## config.mk

```make
export PLATFORM = sky130hd
export DESIGN_NAME = regfile_arb
export DESIGN_NICKNAME = d
export VERILOG_FILES = /design/src/rtl/regfile_arb.sv
export SDC_FILE = /design/constraint.sdc
export NUM_CORES = 1
export LEC_CHECK = 0
export CAP_MARGIN = 10
export CORE_MARGIN = 2
export CORE_UTILIZATION = 38
export CTS_BUF_LIST = sky130_fd_sc_hd__clkbuf_16
export CTS_CLUSTER_SIZE = 8
export DETAILED_ROUTE_END_ITERATION = 6
export GPL_ROUTABILITY_DRIVEN = 0
export PLACE_DENSITY = 0.79
export SETUP_SLACK_MARGIN = 0.2
export SYNTH_ARGS = -nofsm -noshare
export SYNTH_HDL_FRONTEND = slang
export SYNTH_SLANG_ARGS = --single-unit
```

## constraint.sdc

```tcl
create_clock -name clk_i -period 1.65 [get_ports clk_i]
set_input_delay 0.165 -clock clk_i [delete_from_list [all_inputs] [get_ports clk_i]]
set_output_delay 0.165 -clock clk_i [all_outputs]
set_load 0.01 [all_outputs]
```

## src/rtl/regfile_arb.sv

```systemverilog
// rtl/regfile_arb.sv - round-robin arbiter sharing one register-file port among rn requesters
// Writes to the status region (address MSB set) are blocked and reported with err_o.
module regfile_arb #(
  parameter int rn = 2,
  parameter int aw = 7,
  parameter int dw = 8
) (
  input  logic          clk_i,
  input  logic          rst_i,
  input  logic [rn-1:0] req_i,
  input  logic [rn-1:0] we_i,
  input  logic [aw-1:0] addr_i [rn],
  input  logic [dw-1:0] wdata_i [rn],
  output logic [rn-1:0] ack_o,
  output logic          err_o,
  output logic [dw-1:0] rdata_o,
  output logic          busy_o,
  output logic [aw-1:0] rf_addr_o,
  output logic [dw-1:0] rf_data_o,
  output logic          rf_wren_o,
  input  logic [dw-1:0] rf_data_i
);

  localparam int gw = (rn > 1) ? $clog2(rn) : 1;

  typedef enum logic [1:0] {
    IDLE,
    ACCESS,
    DONE
  } state_t;

  state_t        state;
  state_t        state_nx;
  logic [gw-1:0] last;
  logic [gw-1:0] pick;
  logic          pick_vld;
  logic          lat_we;
  logic          err_q;
  logic [gw:0]   cand;

  // Scan downward so the nearest set bit above last overwrites farther ones.
  always_comb begin
    pick     = '0;
    pick_vld = 1'b0;
    cand     = '0;
    for (int i = rn; i >= 1; i--) begin
      cand = {1'b0, last} + (gw + 1)'(i);
      if (cand >= (gw + 1)'(rn)) cand = cand - (gw + 1)'(rn);
      if (req_i[cand[gw-1:0]]) begin
        pick     = cand[gw-1:0];
        pick_vld = 1'b1;
      end
    end
  end

  always_ff @(posedge clk_i or posedge rst_i) begin
    if (rst_i) state <= IDLE;
    else       state <= state_nx;
  end

  always_comb begin
    state_nx  = state;
    ack_o     = '0;
    err_o     = 1'b0;
    busy_o    = 1'b0;
    rf_wren_o = 1'b0;
    case (state)
      IDLE: begin
        if (pick_vld) state_nx = ACCESS;
      end
      ACCESS: begin
        busy_o    = 1'b1;
        rf_wren_o = lat_we & ~rf_addr_o[aw-1];
        state_nx  = DONE;
      end
      DONE: begin
        busy_o      = 1'b1;
        ack_o[last] = 1'b1;
        err_o       = err_q;
        state_nx    = IDLE;
      end
      default: state_nx = IDLE;
    endcase
  end

  // last doubles as the grant index of the transaction in flight.
  always_ff @(posedge clk_i or posedge rst_i) begin
    if (rst_i) begin
      last      <= gw'(rn - 1);
      rf_addr_o <= '0;
      rf_data_o <= '0;
      lat_we    <= 1'b0;
      err_q     <= 1'b0;
      rdata_o   <= '0;
    end else begin
      if (state == IDLE && pick_vld) begin
        last      <= pick;
        rf_addr_o <= addr_i[pick];
        rf_data_o <= wdata_i[pick];
        lat_we    <= we_i[pick];
      end
      if (state == ACCESS) begin
        err_q <= lat_we & rf_addr_o[aw-1];
        if (!lat_we) rdata_o <= rf_data_i;
      end
    end
  end

endmodule

```

# Yosys cells after proc, flatten, opt, wreduce, memory -nomap -nowiden
# Index checks and enable logic that the tools add are counted.
# word_totals
ff_bits,28
wordCells,58
# op_classes
add_sub_neg,4
order_cmp,8
eq_ne,3
mux,26
bitwise_logic,5
reduce_logical,5
# ops
cell,n
$mux W8,3
$mux W7,3
$mux W1,16
$lt A1 B2 Y1 const B,4
$ge A2 B2 Y1 const B,3
$mux W2,2
$pmux W2 S2,1
$add A1 B1 Y2 const B,1
$add A1 B2 Y2 const B,1
$and A1 B1 Y1,2
$eq A2 B1 Y1 const B,1
$eq A2 B2 Y1 const B,1
$logic_and A1 B1 Y1,2
$logic_not A2 Y1,1
$ne A2 B2 Y1 const B,1
$not A1 Y1,2
$not A1 Y2,1
$reduce_and A2 Y1,1
$reduce_or A2 Y1,1
$sub A1 B1 Y1 const B,2
$demux W1 S1,1
$ge A1 B1 Y1 const B,1

# Depth between registers and ports, before layout
# logic_depth
word_depth,11
ltp_mapped,6
depth_no_buf,5

# Worst setup path before layout
# Ideal clock, no wire load.
# synth_path
kind,register -> register
start,register state[0]
end,register state[0]
arrival_ns,1.296
required_time_ns,1.525
slack_ns,0.229
path_stages_with_launch,5
path_cell_list,dfrtp_1 -> inv_1 -> ha_1 -> nor3b_1 -> mux2_2
# synth_via
elab_chain_cells,2
# synth_rtl
item,line,source
from (decl),32,state_t state;
from (signal assigned),58,else state <= state_nx;
$eq A2 B1 Y1 / $logic_not A2 Y1 (equally long branches),67,case (state)
$pmux W2 S2 / $ne A2 B2 Y1 (equally long branches),--,
# Several ways; a longest one is shown, not always the timed one.
# A chain may end at the register's enable or synchronous reset.

# Worst setup path after layout
# layout_path
start,register state[1]
end,register state[0]
# The elaborated chain is that of the path after synthesis.

==> impl_metrics.tcl <==
set metrics [dict create \
    setup_tns_ns 0 \
    drive_above_1_share_pct 17.79 \
    detail_route.wl_per_cell_microns 13.67 \
    fin_nets 258 \
    fill_cells 260 \
    yosysUniqueCellTypes 22 \
    dp_hpwl_microns 2491 \
    wl_met1_microns 1493 \
    skew_ns 0.002691 \
    period_share_pct 86.91 \
    layout_commonest_cell "clkdlybuf4s50_1" \
    cp.required_ns 1.79 \
    cts_hold_buf 0 \
    synth_compound_area_share_pct 12.11 \
    diodes 0 \
    clk_latency_ns 0.26 \
    status "completed" \
    fin_crit_ns 1.434 \
    hold_viol_final 0 \
    synth_top_family_by_area "simple AND/OR/NAND/NOR gates" \
    timing.rr.start "state[1]" \
    grt_max_degree 33 \
    met3_length_microns 186 \
    yosys.area.top_type "dfrtp_1" \
    seq_area_frac_synth_pct 53.07 \
    worstPathArrival_ns 1.58 \
    power.internal_mw 2.578 \
    antenna_left 0 \
    clk_pin_slew_ns 0.06 \
    clkPwrFrac_pct 13.8 \
    drc 0 \
    power.density_mw_per_mm2 1712 \
    post-place-ws_ns 0.09752 \
    seq_power_share_pct 32.8 \
    finalSetupViolCount 0 \
    synth_top_area_share_pct 51.09 \
    synth_area_per_cell_sq_um 10.17 \
    initial_core_util_pct 39.63 \
    drv_cap 0 \
    firstDrtPassIters 4 \
    syn2layout_area_growth_pct 71.81 \
    criticalPathCategory "reg2reg" \
    fin_ws_ns 0.2161 \
    slew_headroom_pct 76.50 \
    power_leakage_nw 0.9729 \
    synth_area_sq_mm 0.001323 \
    die_h_microns 63.00 \
    dieWidth_microns 63.00 \
    clockBufferDepth 2 \
    grt_pass1_wl_microns 5692 \
    dr_wl_met2_microns 1748 \
    total_power_mw 3.890 \
    routed_wl_microns 3472 \
    cts_sinks 28 \
    cp-startpoint "state[1]" \
    grtUsageTotal_pct 18.27 \
    endpoint "state[0]" \
    synth-xor-area-share_pct 0 \
    endpoint_kind "flip-flop" \
    std_cell_rows 21 \
    tightest_slew_ns 0.3524 \
    timing.rr.end "state[0]" \
    synth-simple-area-share_pct 17.12 \
    p_comb_share_pct 53.4 \
    switchingPower_mw 1.311 \
    hp-class "in2async" \
    grt_pass1_vias 1205 \
    drv_slew 0 \
    die_area_sq_mm 0.003968 \
    reg2reg_depth 5 \
    viasPerCell 4.752 \
    cts_made_buffers 3 \
    synth_fa_ha_area_share_pct 4.730 \
    yosys_warnings 0 \
    fmax_mhz 697.4 \
    synthCells 130 \
    switching_share_pct 33.71 \
    critPathMaxFanout 4 \
    ys_ff_latch 28 \
    h-tree-depth 1 \
    muxShareOfSynthArea_pct 8.515 \
    syn-num-nets 179 \
    core_region_area_sq_mm 0.003337 \
    drt-initial-drc-count 39 \
    top_layer "met4" \
    grt_overflow 0 \
    num_vias 1207 \
    worstSetupStartpointType "flip-flop" \
    clock-root-buffer "clkbuf_16" \
    antenna_found_initial 0 \
    cts_tree "done" \
    rsz0062_at_grt "yes" \
    ios 72 \
    vdd_ir_drop_max_v 0.0007369 \
    synth_area_leaders "dfrtp_1 51%, nand2_1 9.1%, a31oi_1 8.0%" \
    r2r_slack_ns 0.22 \
    port_buffers 71 \
    layout_common_cells "66 x clkdlybuf4s50_1, 32 x nand2_1, 27 x dfrtp_1" \
]
-- layout make-up --
class	instances	area (sq um)	share of cell area (%)
Inverter	4	20.02	0.8811
Multi-Input combinational cell	92	628.1	27.64
Sequential cell	28	701.9	30.89
Clock inverter	1	3.754	0.1652
Timing Repair Buffer	80	785.8	34.58
Tap cell	46	57.56	2.533
Clock buffer	3	75.07	3.304
-- through the flow --
stage	hold slack [ns]	utilization (%)	instances	cell area, sq um
floorplan	0.2297	-	130	1323
global placement	0.4702	63.22	246	2110
detailed placement	0.4824	63.22	246	2110
CTS	0.2786	66.78	253	2228
global route	0.3215	68.09	254	2272
finish	0.2731	68.09	254	2272
-- cells in the mapped netlist (all sizes together) --
cell type / count
mux2: 10
o21ai: 1
ha: 5
dfrtp: 27
nor2b: 2
a21bo: 1
nor3b: 1
a31oi: 17
inv: 4
buf: 6
a21oi: 1
nand2: 32
nand3: 1
o21a: 1
dfstp: 1
and3b: 1
nor2: 16
and2: 2
a21boi: 1
-- flip-flops by register name (all words and copies together) (netlist names) --
name / cells
lat_we: 1
rf_data_o: 8
last: 1
state: 2
rf_addr_o: 7
rdata_o: 8
err_q: 1
-- cells by family after synthesis --
logic type                 count (synthesis)
buffers and inverters                     10
adders and majority gates                  5
and+or+nand+nor                           55
muxes                                     10
DFF                                       28
AOI/OAI and AO/OA                         22
-- metal layers --
layer	vias to the layer above	global-route usage (%)
li1	590	-
met1	567	22.40
met2	46	31.25
met3	4	4.685
met4	0	5.833
met5	-	0
-- worst min-delay path by stage --
stage	start	end	slack, ns	cells past startpoint
final	rst_i	rf_data_o[1]	0.27	3
after global routing	rst_i	lat_we	0.32	3
after CTS	rst_i	rf_data_o[1]	0.28	3
after detailed placement	rdata_o[0]	rdata_o[0]	0.48	1
after global placement	rdata_o[0]	rdata_o[0]	0.47	1
after floorplan	rst_i	err_q	0.23	1
-- power by group through the flow --
stage                     Clock, mW  Combinational (mW)  Sequential (mW)
after global routing          0.585                2.24             1.33
after CTS                     0.556                1.95             1.27
after detailed placement          0                1.87             1.28
after floorplan                   0               0.785             1.39
after global placement            0                1.81             1.26
final                         0.538                2.08             1.27
-- repair_timing --
| action | 4_1_cts | 5_1_grt |
|---|---|---|
| resized for setup | 21 | 17 |
| gates cloned | 0 | 0 |
| setup endpoints to repair | 15 | 20 |
| hold endpoints to repair | 0 | 0 |
| setup buffers | 3 | 1 |
| pin swaps | 0 | 0 |
-- worst max-delay path: stages (launching register included) --
cell and delay (ns):
dfrtp_1 0.41, inv_2 0.10, buf_6 0.11, ha_4 0.14, nor3b_4 0.23, mux2_4 0.33
(Power assumes the default switching activity.)
==> edit 1, RTL diff (config.mk and constraints unchanged) <==
The parameter `dw` goes from 8 to 6.
--- a/src/rtl/regfile_arb.sv
+++ b/src/rtl/regfile_arb.sv
@@ -3,7 +3,7 @@
 module regfile_arb #(
   parameter int rn = 2,
   parameter int aw = 7,
-  parameter int dw = 8
+  parameter int dw = 6
 ) (
   input  logic          clk_i,
   input  logic          rst_i,
Ports: changed (resized rdata_o, rf_data_i, rf_data_o and wdata_i); port bits go from 72 to 62. The function was not compared with the original's and may differ.
==> edit 1 against the unedited design <==
- worst setup slack worse by 0.0085 ns
- power down 7.9%
- sequential cell count down 4
- design area down 12%
- routed wire length down 9.4%
- synthesized area down 13%
- first-iteration DRC count down 28%
- largest cell class unchanged
==> edit 1: results <==
<?xml version="1.0" encoding="UTF-8"?>
<metrics>
  <group name="outcome">
    <metric name="run_status" unit="">finished clean</metric>
  </group>
  <group name="global_route">
    <metric name="grt_util_met2" unit="%">36.7</metric>
    <metric name="grt_pass1_wl" unit="um">5010</metric>
    <metric name="groute.layer.met1.usage" unit="%">20.7</metric>
    <metric name="pin_count_of_the_biggest_net_entering_global_routing" unit="">29</metric>
    <metric name="grt_util_all_layers" unit="%">19.5</metric>
  </group>
  <group name="cells_and_area">
    <metric name="layout_top_registers" unit="">rf_addr_o: 7 flops, rdata_o: 6 flops, rf_data_o: 6 flops</metric>
    <metric name="multi_input_area" unit="sq um">543</metric>
    <metric name="drive_gt1_share" unit="%">16.8</metric>
  </group>
  <group name="pwr">
    <metric name="switching_share" unit="%">32.3</metric>
    <metric name="leakage" unit="uW">0.000858</metric>
  </group>
  <group name="drt">
    <metric name="route.final.wire_length" unit="um">3150</metric>
    <metric name="avgViaCountPerCell" unit="">4.99</metric>
    <metric name="routed-wl-met2" unit="um">1720</metric>
    <metric name="met3_wirelength" unit="um">105</metric>
  </group>
  <group name="placed_design">
    <metric name="dpl.cell_count" unit="">206</metric>
    <metric name="post-dp-hpwl" unit="um">2210</metric>
  </group>
  <group name="synth">
    <metric name="synth_compound_area_share" unit="%">11.5</metric>
    <metric name="ys_top_cells_by_area" unit="">dfrtp_1 50%, nand2_1 9.1%, a31oi_1 8.1%</metric>
    <metric name="syn_nets" unit="">159</metric>
    <metric name="synthAdderAreaFrac" unit="%">5.42</metric>
    <metric name="netlist_instances" unit="">116</metric>
    <metric name="post_synthesis_sequential_area_ratio" unit="%">52.2</metric>
  </group>
  <group name="sta">
    <metric name="maxSlewHeadroom" unit="%">79.3</metric>
    <metric name="whs" unit="ns">0.278</metric>
    <metric name="clock-skew-final" unit="ns">0.00210</metric>
  </group>
</metrics>
edit 1: changes by cell type in the layout (fill, tap and decap cells not counted), moves of 2 or more:
cell	delta
mux2_4	-2
clkbuf_2	+2
nor2_1	-2
dfrtp_1	-4
nand2_1	-4
mux2_1	+3
mux2_2	-3
buf_2	-3
clkdlybuf4s50_1	-10
a31oi_1	-2
edit 1: what timing repair did:
action                     4_1_cts  5_1_grt
resized for setup               14       14
setup buffers                    2        3
setup endpoints to repair       16       23
hold buffers                     0        0
edit 1: final cells by class:
class	instances	area share (%)
timing repair buffer	70	34.5
clock buffer	3	3.77
inverter	4	0.754
tap	31	1.95
multi-input combinational	82	27.3
sequential	24	30.2
clock inverter	1	1.51
edit 1: path summary, 6_finish.rpt:
kind                            cells after the start         from           end
worst max-delay path                                4     state[1]      state[1]
min in group clk_i                                  3  wdata_i[11]  rf_data_o[5]
worst min register to register                      1   rdata_o[1]    rdata_o[1]
worst max register to register                      4     state[1]      state[1]
max in group asynchronous                           3        rst_i          last
worst min-delay path                                3        rst_i      state[1]
edit 1: worst max-delay path, stage by stage, from the launching register on:
cell and delay [ns]:
dfrtp_1 0.41, inv_2 0.12, ha_4 0.16, nor3b_4 0.28
mux2_4 0.34
edit 1: metrics by stage:
stage                     setup slack [ns]  power (uW)  area (sq um)  utilization (%)
after global placement               0.158        2640          1810             64.0
after CTS                            0.142        3430          1930             68.2
after detailed placement            0.0312        2730          1810             64.0
after floorplan                      0.231        1880          1150                -
final                                0.208        3580          1990             70.4
after global routing                 0.165        3820          1990             70.4
edit 1: power by group through the flow:
stage	Sequential, uW	Clock (uW)	Combinational, uW
6_report	1090	688	1810
5_1_grt	1120	726	1970
4_1_cts	1080	697	1650
3_5_place_dp	1100	0	1630
3_3_place_gp	1070	0	1570
2_1_floorplan	1180	0	700
==> edit 2, RTL diff (same flow settings) <==
Made on the original files. Make the reset (`rst_i`) synchronous in 2 clocked blocks.
--- a/src/rtl/regfile_arb.sv
+++ b/src/rtl/regfile_arb.sv
@@ -53,7 +53,7 @@
     end
   end
 
-  always_ff @(posedge clk_i or posedge rst_i) begin
+  always_ff @(posedge clk_i) begin
     if (rst_i) state <= IDLE;
     else       state <= state_nx;
   end
@@ -84,7 +84,7 @@
   end
 
   // last doubles as the grant index of the transaction in flight.
-  always_ff @(posedge clk_i or posedge rst_i) begin
+  always_ff @(posedge clk_i) begin
     if (rst_i) begin
       last      <= gw'(rn - 1);
       rf_addr_o <= '0;
Formal check against the unedited RTL: differs if rst_i is asserted again (counterexample within 4 cycles, from zero or initial values and one cycle with rst_i high); with rst_i held inactive, the same outputs for 10 cycles.
==> edit 2 against the unedited design <==
- synthesized area shrank 4.5%
- design area is 4.3% lower
- global-route usage is 0.55 points lower
- routed wire length is 0.95% lower
- sequential share of layout area shrank 5.0 points
- non-clock buffer count is 2 lower
- hold slack improved by 0.19 ns
- critical path type is now flip-flop to output port
- register-to-register slack improved by 0.06 ns
- sequential cell count did not move
- worst setup slack better by 0.037 ns
Power is not compared: it rests on default switching activity, and its combinational part moved more than twofold at a synthesized area within 25%.
==> edit 2: results <==
<?xml version="1.0" encoding="UTF-8"?>
<metrics>
  <group name="sta">
    <metric name="clock-skew-final" unit="ns">0.00216</metric>
    <metric name="finalWorstPathRequiredPeriod" unit="ns">1.40</metric>
    <metric name="tightest_slew" unit="ns">0.338</metric>
  </group>
  <group name="drt">
    <metric name="route.final.wire_length" unit="um">3440</metric>
    <metric name="avgViaCountPerCell" unit="">4.86</metric>
    <metric name="drt_first_iter_violations" unit="">25</metric>
  </group>
  <group name="synth">
    <metric name="ys_top_cells_by_area" unit="">dfxtp_1 44%, a311oi_1 11%, nand2_1 9.5%</metric>
    <metric name="ys_async_sr_fraction" unit="%">0</metric>
    <metric name="syn_nets" unit="">192</metric>
    <metric name="netlist-cell-type-count" unit="">24</metric>
    <metric name="synth_top_area_share" unit="%">44.4</metric>
  </group>
  <group name="worst_setup_path">
    <metric name="cp_slowest_stage_delay" unit="ns">0.35</metric>
    <metric name="timing.rr.start" unit="">state[0]</metric>
    <metric name="timing.critical_path.arrival" unit="ns">1.23</metric>
    <metric name="timing.critical_path.fanout_max" unit="">3</metric>
    <metric name="timing.reg2reg.worst_path_depth" unit="">6</metric>
    <metric name="crit_slowest_cell" unit="">dfxtp_2</metric>
    <metric name="critical_path.endpoint" unit="">busy_o</metric>
    <metric name="rr_endpoint" unit="">rf_addr_o[1]</metric>
    <metric name="timing.reg2reg.setup_slack" unit="ns">0.28</metric>
  </group>
  <group name="cells_and_area">
    <metric name="drive_gt1_share" unit="%">12.0</metric>
  </group>
  <group name="worst_hold_path">
    <metric name="worst_hold_path_type" unit="">flip-flop to flip-flop</metric>
  </group>
  <group name="global_route">
    <metric name="first_global_vias" unit="">1204</metric>
    <metric name="grt_util_all_layers" unit="%">17.7</metric>
    <metric name="grt_pass1_wl" unit="um">5000</metric>
  </group>
  <group name="placed_design">
    <metric name="worst_setup_slack_post_dpl" unit="ns">0.0703</metric>
  </group>
  <group name="outcome">
    <metric name="run_status" unit="">finished clean</metric>
  </group>
</metrics>
==> edit 2: changes by cell type after synthesis, moves of 2 or more <==
cell,change
dfxtp_1,+28
dfrtp_1,-27
a311oi_1,+16
a31oi_1,-16
mux2i_1,+10
nor2_1,+10
mux2_2,-7
mux2_1,-3
clkbuf_1,+2
inv_1,-2
==> edit 2: area by class of cell <==
type / instances / area, sq um
Tap cell: 44 / 55.1
Inverter: 2 / 7.51
Multi-Input combinational cell: 104 / 658
Clock inverter: 1 / 30.0
Fill cell: 253 / 928
Timing Repair Buffer: 78 / 786
Clock buffer: 3 / 75.1
Sequential cell: 28 / 563
==> edit 2: worst min-delay path by stage <==
stage | start | to | slack, ns | depth (start not counted)
floorplan | rf_data_i[0] | rdata_o[0] | 0.31 | 2
global placement | err_q | err_q | 0.45 | 2
detailed placement | err_q | err_q | 0.46 | 2
CTS | err_q | err_q | 0.47 | 2
global route | addr_i[3] | rf_addr_o[3] | 0.48 | 3
finish | err_q | err_q | 0.46 | 2
==> edit 2: kinds of logic (layout without fill, tap and decap cells) <==
kind of cell               count (synthesis)  in the layout  synth area share (%)
and+or+nand+nor                           67             67                  21.9
DFF                                       28             28                  44.4
AOI/OAI and AO/OA                         22             22                  15.9
buffers and inverters                     11             84                  4.96
muxes                                     10             10                  7.93
adders and majority gates                  5              5                  4.96
==> edit 2: power groups by stage <==
stage               clock, uW  sequential, uW  combinational [uW]
global placement            0             829                 623
floorplan                   0             861                 274
detailed placement          0             833                 640
global route              737             831                 739
CTS                       719             821                 645
finish                    709             821                 676
==> edit 2: per-stage QoR <==
step / power (uW) / hold slack, ns / area (sq um) / std cells
global route: 2310 / 0.480 / 2170 / 260
global placement: 1450 / 0.449 / 2040 / 254
finish: 2210 / 0.465 / 2170 / 260
CTS: 2180 / 0.467 / 2150 / 259
detailed placement: 1470 / 0.457 / 2040 / 254
floorplan: 1130 / 0.312 / 1260 / 143
==> edit 2: critical path: cells and delay by family, from the launching register on <==
family | cells | cell delay, ns
DFF | 1 | 0.35
buffers and inverters | 2 | 0.31
adders and majority gates | 1 | 0.32
==> edit 2: timing repair <==
item	in CTS	in global routing
endpoints found under the setup margin	6	17
hold buffers	0	0
cloned	0	1
gates resized for setup	13	9
endpoints found under the hold margin	0	0
setup buffers	1	0
pin swaps	0	1
==> edit 2: metal layers <==
metal  up-vias  track usage, %  wire length (um)
li1        635               -                 -
met1       577            19.9              1380
met2        49            32.5              1750
met3         2            4.62               292
met4         0            5.47                12
met5         -               0                 0
